## src/rtl/fetch_unit_if.sv

```systemverilog
// Fetch-stage bus bundle: instruction memory request/response, redirect,
// decode handoff and status.
interface fetch_unit_if;
    logic        imem_req_valid;
    logic        imem_req_ready;
    logic [31:0] imem_req_addr;
    logic        imem_rsp_valid;
    logic [31:0] imem_rsp_data;
    logic        redirect_valid;
    logic [31:0] redirect_pc;
    logic        inst_valid;
    logic        inst_ready;
    logic [31:0] inst_data;
    logic [31:0] inst_pc;
    logic        fetch_fault;
    logic [31:0] fault_pc;
    logic [31:0] stall_cycles;

    modport master (
        output imem_req_valid, imem_req_addr, inst_valid, inst_data, inst_pc,
               fetch_fault, fault_pc, stall_cycles,
        input  imem_req_ready, imem_rsp_valid, imem_rsp_data, redirect_valid,
               redirect_pc, inst_ready
    );

    modport slave (
        input  imem_req_valid, imem_req_addr, inst_valid, inst_data, inst_pc,
               fetch_fault, fault_pc, stall_cycles,
        output imem_req_ready, imem_rsp_valid, imem_rsp_data, redirect_valid,
               redirect_pc, inst_ready
    );
endinterface

```

## src/rtl/fetch_unit.sv

```systemverilog
// Instruction fetch: PC ownership, credit-limited memory requests, response FIFO
// and redirect flush. Define FETCH_STALL_CNT_EN to build the stall_cycles counter.
module fetch_unit #(
    parameter logic [31:0] RESET_PC   = 32'h0000_0000,
    parameter int          FIFO_DEPTH = 2
) (
    input  logic         clk,
    input  logic         rst_n,
    fetch_unit_if.master bus
);
    localparam int          AW      = $clog2(FIFO_DEPTH);
    localparam int          CW      = AW + 1;
    localparam logic [CW:0] DEPTH_L = (CW+1)'(FIFO_DEPTH);
    localparam logic [31:0] NOP     = 32'h0000_0013;
    localparam logic [0:0]  ST_RUN  = 1'b0;
    localparam logic [0:0]  ST_HALT = 1'b1;

    logic [0:0]    state_q, state_d;
    logic [31:0]   pc_q, pc_d, rsp_pc_q, rsp_pc_d;
    logic [CW-1:0] outstanding_q, outstanding_d, drop_cnt_q, drop_cnt_d;
    logic [CW-1:0] wr_ptr_q, wr_ptr_d, rd_ptr_q, rd_ptr_d, fifo_count;
    logic [31:0]   hold_data_q, hold_data_d, hold_pc_q, hold_pc_d;
    logic          fault_q, fault_d;
    logic [31:0]   fault_pc_q, fault_pc_d;
    logic [31:0]   mem_data_q [FIFO_DEPTH];
    logic [31:0]   mem_pc_q   [FIFO_DEPTH];

    logic          req_valid, req_fire, rsp_fire, push, pop, fifo_nonempty;
    logic [AW-1:0] wr_idx, rd_idx;

    assign fifo_count    = wr_ptr_q - rd_ptr_q;
    assign fifo_nonempty = (fifo_count != '0);
    assign wr_idx        = wr_ptr_q[AW-1:0];
    assign rd_idx        = rd_ptr_q[AW-1:0];

    // Every outstanding request already owns a FIFO slot, so responses never overflow.
    assign req_valid = rst_n && (state_q == ST_RUN) && !bus.redirect_valid &&
                       (({1'b0, outstanding_q} + {1'b0, fifo_count}) < DEPTH_L);
    assign req_fire  = req_valid && bus.imem_req_ready;
    assign rsp_fire  = bus.imem_rsp_valid && (outstanding_q != '0);
    assign push      = rsp_fire && (drop_cnt_q == '0) && !bus.redirect_valid;
    assign pop       = fifo_nonempty && bus.inst_ready && !bus.redirect_valid;

    always_comb begin
        state_d       = state_q;
        pc_d          = pc_q;
        rsp_pc_d      = rsp_pc_q;
        outstanding_d = outstanding_q + CW'(req_fire) - CW'(rsp_fire);
        drop_cnt_d    = drop_cnt_q;
        wr_ptr_d      = wr_ptr_q;
        rd_ptr_d      = rd_ptr_q;
        hold_data_d   = hold_data_q;
        hold_pc_d     = hold_pc_q;
        fault_d       = fault_q;
        fault_pc_d    = fault_pc_q;
        if (bus.redirect_valid) begin
            // Everything still in flight belongs to the old path and gets dropped.
            outstanding_d = outstanding_q - CW'(rsp_fire);
            drop_cnt_d    = outstanding_q - CW'(rsp_fire);
            wr_ptr_d      = '0;
            rd_ptr_d      = '0;
            pc_d          = bus.redirect_pc;
            rsp_pc_d      = bus.redirect_pc;
            hold_data_d   = NOP;
            hold_pc_d     = RESET_PC;
            if (bus.redirect_pc[1:0] != 2'b00) begin
                state_d    = ST_HALT;
                fault_d    = 1'b1;
                fault_pc_d = bus.redirect_pc;
            end else begin
                state_d    = ST_RUN;
                fault_d    = 1'b0;
                fault_pc_d = '0;
            end
        end else begin
            if (req_fire)
                pc_d = pc_q + 32'd4;
            if (rsp_fire && (drop_cnt_q != '0))
                drop_cnt_d = drop_cnt_q - 1'b1;
            if (push) begin
                wr_ptr_d = wr_ptr_q + 1'b1;
                rsp_pc_d = rsp_pc_q + 32'd4;
            end
            if (pop) begin
                rd_ptr_d    = rd_ptr_q + 1'b1;
                hold_data_d = mem_data_q[rd_idx];
                hold_pc_d   = mem_pc_q[rd_idx];
            end
        end
    end

    always_ff @(posedge clk or negedge rst_n) begin
        if (!rst_n) begin
            state_q       <= ST_RUN;
            pc_q          <= RESET_PC;
            rsp_pc_q      <= RESET_PC;
            outstanding_q <= '0;
            drop_cnt_q    <= '0;
            wr_ptr_q      <= '0;
            rd_ptr_q      <= '0;
            hold_data_q   <= NOP;
            hold_pc_q     <= RESET_PC;
            fault_q       <= 1'b0;
            fault_pc_q    <= '0;
        end else begin
            state_q       <= state_d;
            pc_q          <= pc_d;
            rsp_pc_q      <= rsp_pc_d;
            outstanding_q <= outstanding_d;
            drop_cnt_q    <= drop_cnt_d;
            wr_ptr_q      <= wr_ptr_d;
            rd_ptr_q      <= rd_ptr_d;
            hold_data_q   <= hold_data_d;
            hold_pc_q     <= hold_pc_d;
            fault_q       <= fault_d;
            fault_pc_q    <= fault_pc_d;
        end
    end

    always_ff @(posedge clk) begin
        if (push) begin
            mem_data_q[wr_idx] <= bus.imem_rsp_data;
            mem_pc_q[wr_idx]   <= rsp_pc_q;
        end
    end

    assign bus.imem_req_valid = req_valid;
    assign bus.imem_req_addr  = pc_q;
    assign bus.inst_valid     = fifo_nonempty;
    assign bus.inst_data      = fifo_nonempty ? mem_data_q[rd_idx] : hold_data_q;
    assign bus.inst_pc        = fifo_nonempty ? mem_pc_q[rd_idx]   : hold_pc_q;
    assign bus.fetch_fault    = fault_q;
    assign bus.fault_pc       = fault_pc_q;

`ifdef FETCH_STALL_CNT_EN
    logic [31:0] stall_q;
    always_ff @(posedge clk or negedge rst_n) begin
        if (!rst_n)
            stall_q <= '0;
        else if ((state_q == ST_RUN) && !fifo_nonempty && (stall_q != '1))
            stall_q <= stall_q + 32'd1;
    end
    assign bus.stall_cycles = stall_q;
`else
    assign bus.stall_cycles = '0;
`endif

`ifndef SYNTHESIS
    rsp_without_request: assert property (@(posedge clk) disable iff (!rst_n)
        bus.imem_rsp_valid |-> (outstanding_q != '0));
`endif
endmodule

```

## src/flat_wrapper.sv

```systemverilog
// flat-port wrapper written by rule: the top's interface ports become plain ports
module fetch_unit_flat 
#(
    parameter logic [31:0] RESET_PC   = 32'h0000_0000,
    parameter int          FIFO_DEPTH = 2
)
  (clk, rst_n, bus_imem_req_valid, bus_imem_req_addr, bus_inst_valid, bus_inst_data, bus_inst_pc, bus_fetch_fault, bus_fault_pc, bus_stall_cycles, bus_imem_req_ready, bus_imem_rsp_valid, bus_imem_rsp_data, bus_redirect_valid, bus_redirect_pc, bus_inst_ready);
  fetch_unit_if bus_i ();
  input  logic clk;
  input  logic rst_n;
  output wire logic [$bits(bus_i.imem_req_valid)-1:0] bus_imem_req_valid;
  output wire logic [$bits(bus_i.imem_req_addr)-1:0] bus_imem_req_addr;
  output wire logic [$bits(bus_i.inst_valid)-1:0] bus_inst_valid;
  output wire logic [$bits(bus_i.inst_data)-1:0] bus_inst_data;
  output wire logic [$bits(bus_i.inst_pc)-1:0] bus_inst_pc;
  output wire logic [$bits(bus_i.fetch_fault)-1:0] bus_fetch_fault;
  output wire logic [$bits(bus_i.fault_pc)-1:0] bus_fault_pc;
  output wire logic [$bits(bus_i.stall_cycles)-1:0] bus_stall_cycles;
  input wire logic [$bits(bus_i.imem_req_ready)-1:0] bus_imem_req_ready;
  input wire logic [$bits(bus_i.imem_rsp_valid)-1:0] bus_imem_rsp_valid;
  input wire logic [$bits(bus_i.imem_rsp_data)-1:0] bus_imem_rsp_data;
  input wire logic [$bits(bus_i.redirect_valid)-1:0] bus_redirect_valid;
  input wire logic [$bits(bus_i.redirect_pc)-1:0] bus_redirect_pc;
  input wire logic [$bits(bus_i.inst_ready)-1:0] bus_inst_ready;
  assign bus_imem_req_valid = bus_i.imem_req_valid;
  assign bus_imem_req_addr = bus_i.imem_req_addr;
  assign bus_inst_valid = bus_i.inst_valid;
  assign bus_inst_data = bus_i.inst_data;
  assign bus_inst_pc = bus_i.inst_pc;
  assign bus_fetch_fault = bus_i.fetch_fault;
  assign bus_fault_pc = bus_i.fault_pc;
  assign bus_stall_cycles = bus_i.stall_cycles;
  assign bus_i.imem_req_ready = bus_imem_req_ready;
  assign bus_i.imem_rsp_valid = bus_imem_rsp_valid;
  assign bus_i.imem_rsp_data = bus_imem_rsp_data;
  assign bus_i.redirect_valid = bus_redirect_valid;
  assign bus_i.redirect_pc = bus_redirect_pc;
  assign bus_i.inst_ready = bus_inst_ready;
  fetch_unit #(.RESET_PC(RESET_PC), .FIFO_DEPTH(FIFO_DEPTH)) u_core (.clk(clk), .rst_n(rst_n), .bus(bus_i));
endmodule
```

## config.mk

```make
export PLATFORM = sky130hd
export DESIGN_NAME = fetch_unit_flat
export DESIGN_NICKNAME = d
export VERILOG_FILES = /design/src/rtl/fetch_unit_if.sv /design/src/rtl/fetch_unit.sv /design/src/flat_wrapper.sv
export SDC_FILE = /design/constraint.sdc
export NUM_CORES = 1
export LEC_CHECK = 0
export CORE_ASPECT_RATIO = 0.75
export CORE_MARGIN = 2
export CORE_UTILIZATION = 57
export CTS_CLUSTER_SIZE = 12
export DETAILED_ROUTE_END_ITERATION = 8
export PLACE_DENSITY = 0.84
export SLEW_MARGIN = 30
export SYNTH_ARGS = -nofsm -noshare
export SYNTH_HDL_FRONTEND = slang
export SYNTH_SLANG_ARGS = --single-unit
export TNS_END_PERCENT = 30
```

## constraint.sdc

```tcl
create_clock -name clk -period 14.84 [get_ports clk]
set_input_delay 4.452 -clock clk [delete_from_list [all_inputs] [get_ports clk]]
set_output_delay 4.452 -clock clk [all_outputs]
set_load 0.01 [all_outputs]
```

---- After elaboration in Yosys (flattened, before gate mapping) ----
Memories as Yosys holds them, arrays and structs flattened.
Cells that the tools add are included.
storage, ports and cells
  register bits after elaboration ......... 169
  memory bits (writable) .................. 128
  input bits .............................. 70
  output and inout bits ................... 163
  word-level logic and storage cells ...... 65
  memories ................................ 2
operators by class
  $add $sub $neg .......................... 10
  magnitude comparators ................... 1
  mux-type cells .......................... 21
  bitwise gates (word level) .............. 1
  reduce and logical (&&, ||, !) cells .... 20
memory list
  memory             words  width  read ports  clocked after Yosys merged registers in  wr ports  line              text
  u_core.mem_data_q  2      32     1           0                                        1         fetch_unit.sv:25  logic [31:0] mem_data_q [FIFO_DEPTH];
  u_core.mem_pc_q    2      32     1           0                                        1         fetch_unit.sv:26  logic [31:0] mem_pc_q [FIFO_DEPTH];
operators by type and width
  cell                   count
  $mux 32                11
  $add 32x3->32 const B  2
  $reduce_bool 2->1      8
  $mux 2                 7
  $logic_and 1x1->1      10
  $add 2x1->2 const B    2
  $sub 2x1->2            2
  $add 2x2->3            1
  $lt 3x2->1 const B     1
  $mux 1                 3
  $add 2x1->2            1
  $logic_not 2->1        1
  $sub 2x1->2 const B    1
  $sub 2x2->2            1
  $logic_not 1->1        1
  $not 1->1              1

---- Longest topological paths before layout ----
  depth after elaboration ................. 8
  gate-level depth with buffers ........... 11
  mapped depth without buffers ............ 10

---- Worst setup path before layout ----
Ideal clock, no wire load.
  kind .................................... input to register
  start ................................... input bus_redirect_valid
  end ..................................... memory u_core.mem_data_q[1][0] (enable)
  library setup time ...................... 0.565 ns
  arrival ................................. 9.406 ns
  data required time ...................... 14.275 ns
  setup slack ............................. 4.869 ns
  stages on the path ...................... 4
  path buffers ............................ 3
  cells stage by stage .................... buf_2 -> clkbuf_1 -> clkbuf_1 -> nor3_1
between the ends
  longest elaborated chain between the ends .. 4
RTL lines
  what                          line                text
  start: declaration            flat_wrapper.sv:22  input wire logic [$bits(bus_i.redirect_valid)-1:0] bus_redirect_valid;
  $logic_not 1->1               fetch_unit.sv:41    assign push = rsp_fire && (drop_cnt_q == '0) && !bus.redirect_valid;
  $logic_and 1x1->1             fetch_unit.sv:41
  $mux 1                        fetch_unit.sv:121   if (push) begin
  $mux 1 (implied by the code)  fetch_unit.sv:122   mem_data_q[wr_idx] <= bus.imem_rsp_data;
  end: declaration              fetch_unit.sv:25
No other way between the ends.

---- Worst setup path after layout ----
  start ................................... input rst_n
  end ..................................... output bus_imem_req_valid
between the ends
  longest elaborated chain between the ends .. 3
RTL lines
  what                             line                text
  start: declaration               flat_wrapper.sv:10  input logic rst_n;
  $logic_and 1x1->1 (3 in series)  fetch_unit.sv:37    assign req_valid = rst_n && (state_q == ST_RUN) && !bus.redirect_valid &&
  end: declaration                 flat_wrapper.sv:11  output wire logic [$bits(bus_i.imem_req_valid)-1:0] bus_imem_req_valid;
No other way between the ends.

==> run metrics <==
status finished, final reports clean; Pwr Density 200 nW/um^2; top cell type's share of synthesized area 0.312; vias in the first global route 9002; hold path start u_core.bus.fault_pc[9]; Syn Inst Count 1121; initial antenna violation count 1; crit-path max cell delay 0.57 ns; fin util 0.709; crit-path leading delay family buffers and inverters; Async SR Flop Fraction 0.569; htree depth 1; Min Hold Slack 0.493 ns; synthesized flop and latch total around 300; postcts setup bufs 0; Final min period 10.21 ns; Crit. Startpoint rst_n; Core Rows 48; FF/Latch Area 8080 sq um; Synth cell types 53; Initial Util 0.580; Critical path buffers and inverters 2; LEAKAGE about 6 nW; final setup fails 0; XOR/XNOR Fraction of Synth Area 0.0260; Synth top cells by count dfrtp_1 (166), nor2_1 (149), edfxtp_1 (128); Clock Latency Late Sink 0.55 ns; first-pass GRT wire length 50400 microns; Iter 0 DRT Violations 856; average cell area after synthesis 11.9 sq um; final net count 1373; Multi-input gate area between 4000 and 5000 sq um; Yosys top cell by area dfrtp_1; TNS Setup 0 ns; Reg2Reg Launch Point u_core.rd_ptr_q[0]; number of CTS-inserted buffers 30; VDD IR max 178 uV; CP Capture Type output pin; CP cell instances buf_6 > nand2b_1 > nor3_1 > clkdlybuf4s50_1; area of the core 23000 sq um; CTS max path bufs 3; Antenna Diode Count 0; CTS tree yes; Worst Path Required 10.39 ns; largest net degree at the start of global routing 115; drt via density 5.83; Peak Freq 0.0980 GHz; Die Wd 181 microns; Synth area leaders dfrtp_1 (31%), edfxtp_1 (29%), mux2i_1 (5.0%); sequential area share after synthesis 0.606; Synth Area in Simple Gates 0.112; Max-Cap Viols 0; IO buf count 200; routed len/inst 19.9 microns; drt pass-1 iters 5; relative slew slack 0.334; antenna viol nets, final 0; CTS resizes 0; Final period util 0.688; yosys warns 0; multiplexer area fraction after synthesis 0.0545; grt total ovfl 0; Tot GR Track Use 0.258; class of the worst hold path reg -> reg; Die H about 140 microns; slowest CP cell clkdlybuf4s50_1; clock net sink count 297; IO Count 233; Synth Area in Compound Gates 0.144; Crit Path Max Fanout 40; mapped cell area between 10000 and 15000 sq um; DRC 0; most common cell in the netlist dfrtp_1; GP Congestion 0.890; Post-CTS Hold Buffers 0; RSZ-0062 raised after global routing no; vias after detailed routing 9440; area delta synth->final 22.3%; Worst Clk Skew approximately 0.01 ns; Least-Margin Pin Slew between 0.9 and 1 ns; Setup Crit Path Kind in -> out; DRT Wirelength 32200 microns; Reg clk slew, reported paths 0.06 ns; DP Wirelength 20900 microns; die area roughly 25000 sq um; Most used DFF post-synth dfrtp_1; layout cells sized above 1 0.0933; Post-Synth Adder-Cell Area 0.00713; startpoint types input pin; clock root cell clkbuf_16; number of enable flip-flop cells after synthesis 128; Critical Path AT between 5 and 6 ns; Max Slew Vio Count 0; largest family of logic cells by synthesized area compound AO/OA/AOI/OAI gates; Filler Cell Count 1583; Hold Fails Final Rpt 0
metrics by stage:
stage / total power [mW] / setup slack [ns] / cell area, sq um / cells
floorplan: 1.92 / 4.87 / 13500 / 1152
global placement: 2.50 / 4.66 / 15300 / 1564
detailed placement: 2.54 / 4.61 / 15400 / 1564
CTS: 3.27 / 4.59 / 16300 / 1619
global route: 3.44 / 4.49 / 16300 / 1619
finish: 3.26 / 4.63 / 16300 / 1619
kinds of logic (layout without fill, tap and decap cells):
kind of cell | Yosys count | count (layout)
compound gates | 257 | 257
xor+xnor | 38 | 38
fa+ha+maj | 7 | 7
buf+inv | 121 | 288
flops | 297 | 297
mux | 72 | 72
other cells | 1 | 32
simple gates | 328 | 328
power breakdown:
part,switching (mW),internal [mW]
Clock,0.306,0.414
Sequential,0.0994,0.994
Combinational,0.766,0.677
Total,1.17,2.09
cells in the final DEF, fill, tap and decap left out, drive strengths merged, types with 23 or more instances in the layout:
cell	count
mux2i	67
nor2	149
dfrtp	166
clkdlybuf4s50	198
clkbuf	52
a21oi	72
o2bb2ai	30
nand4	23
conb	32
o21ai	50
nand3	36
xor2	25
a211oi	62
edfxtp	128
nand2	68
path summary, 6_finish.rpt:
kind	to	depth (start not counted)	slack, ns
hold / removal	u_core.bus.fault_pc[9]	1	0.49
setup / recovery	bus_imem_req_valid	4	4.63
setup reg to reg	u_core.hold_pc_q[12]	8	10.65
hold reg to reg	u_core.bus.fault_pc[9]	1	0.49
max in group asynchronous	u_core.rsp_pc_q[13]	3	9.45
min in group asynchronous	u_core.bus.imem_req_addr[3]	1	3.83
per-layer routing:
layer / GRT usage / wire, microns
met3: 0.0498 / 2310
met2: 0.394 / 14800
met5: 0 / 0
met4: 0.0506 / 512
met1: 0.391 / 14600
area by class of cell:
class | count | share of cell area
well taps | 300 | 0.0230
repair buffers | 211 | 0.129
clock buffers | 52 | 0.0561
flip-flops and latches | 297 | 0.496
clock inverters | 3 | 0.000921
inverters | 22 | 0.00507
multi-input cells | 734 | 0.290
sequential cells by signal (all words and copies together), names as in the netlist, 32 cells and up:
| signal | count |
|---|---|
| u_core.hold_pc_q | 32 |
| u_core.bus.imem_req_addr | 32 |
| u_core.rsp_pc_q | 32 |
| u_core.mem_data_q | 64 |
| u_core.hold_data_q | 32 |
| u_core.bus.fault_pc | 32 |
| u_core.mem_pc_q | 64 |
Power figures use the tool's default switching activity.
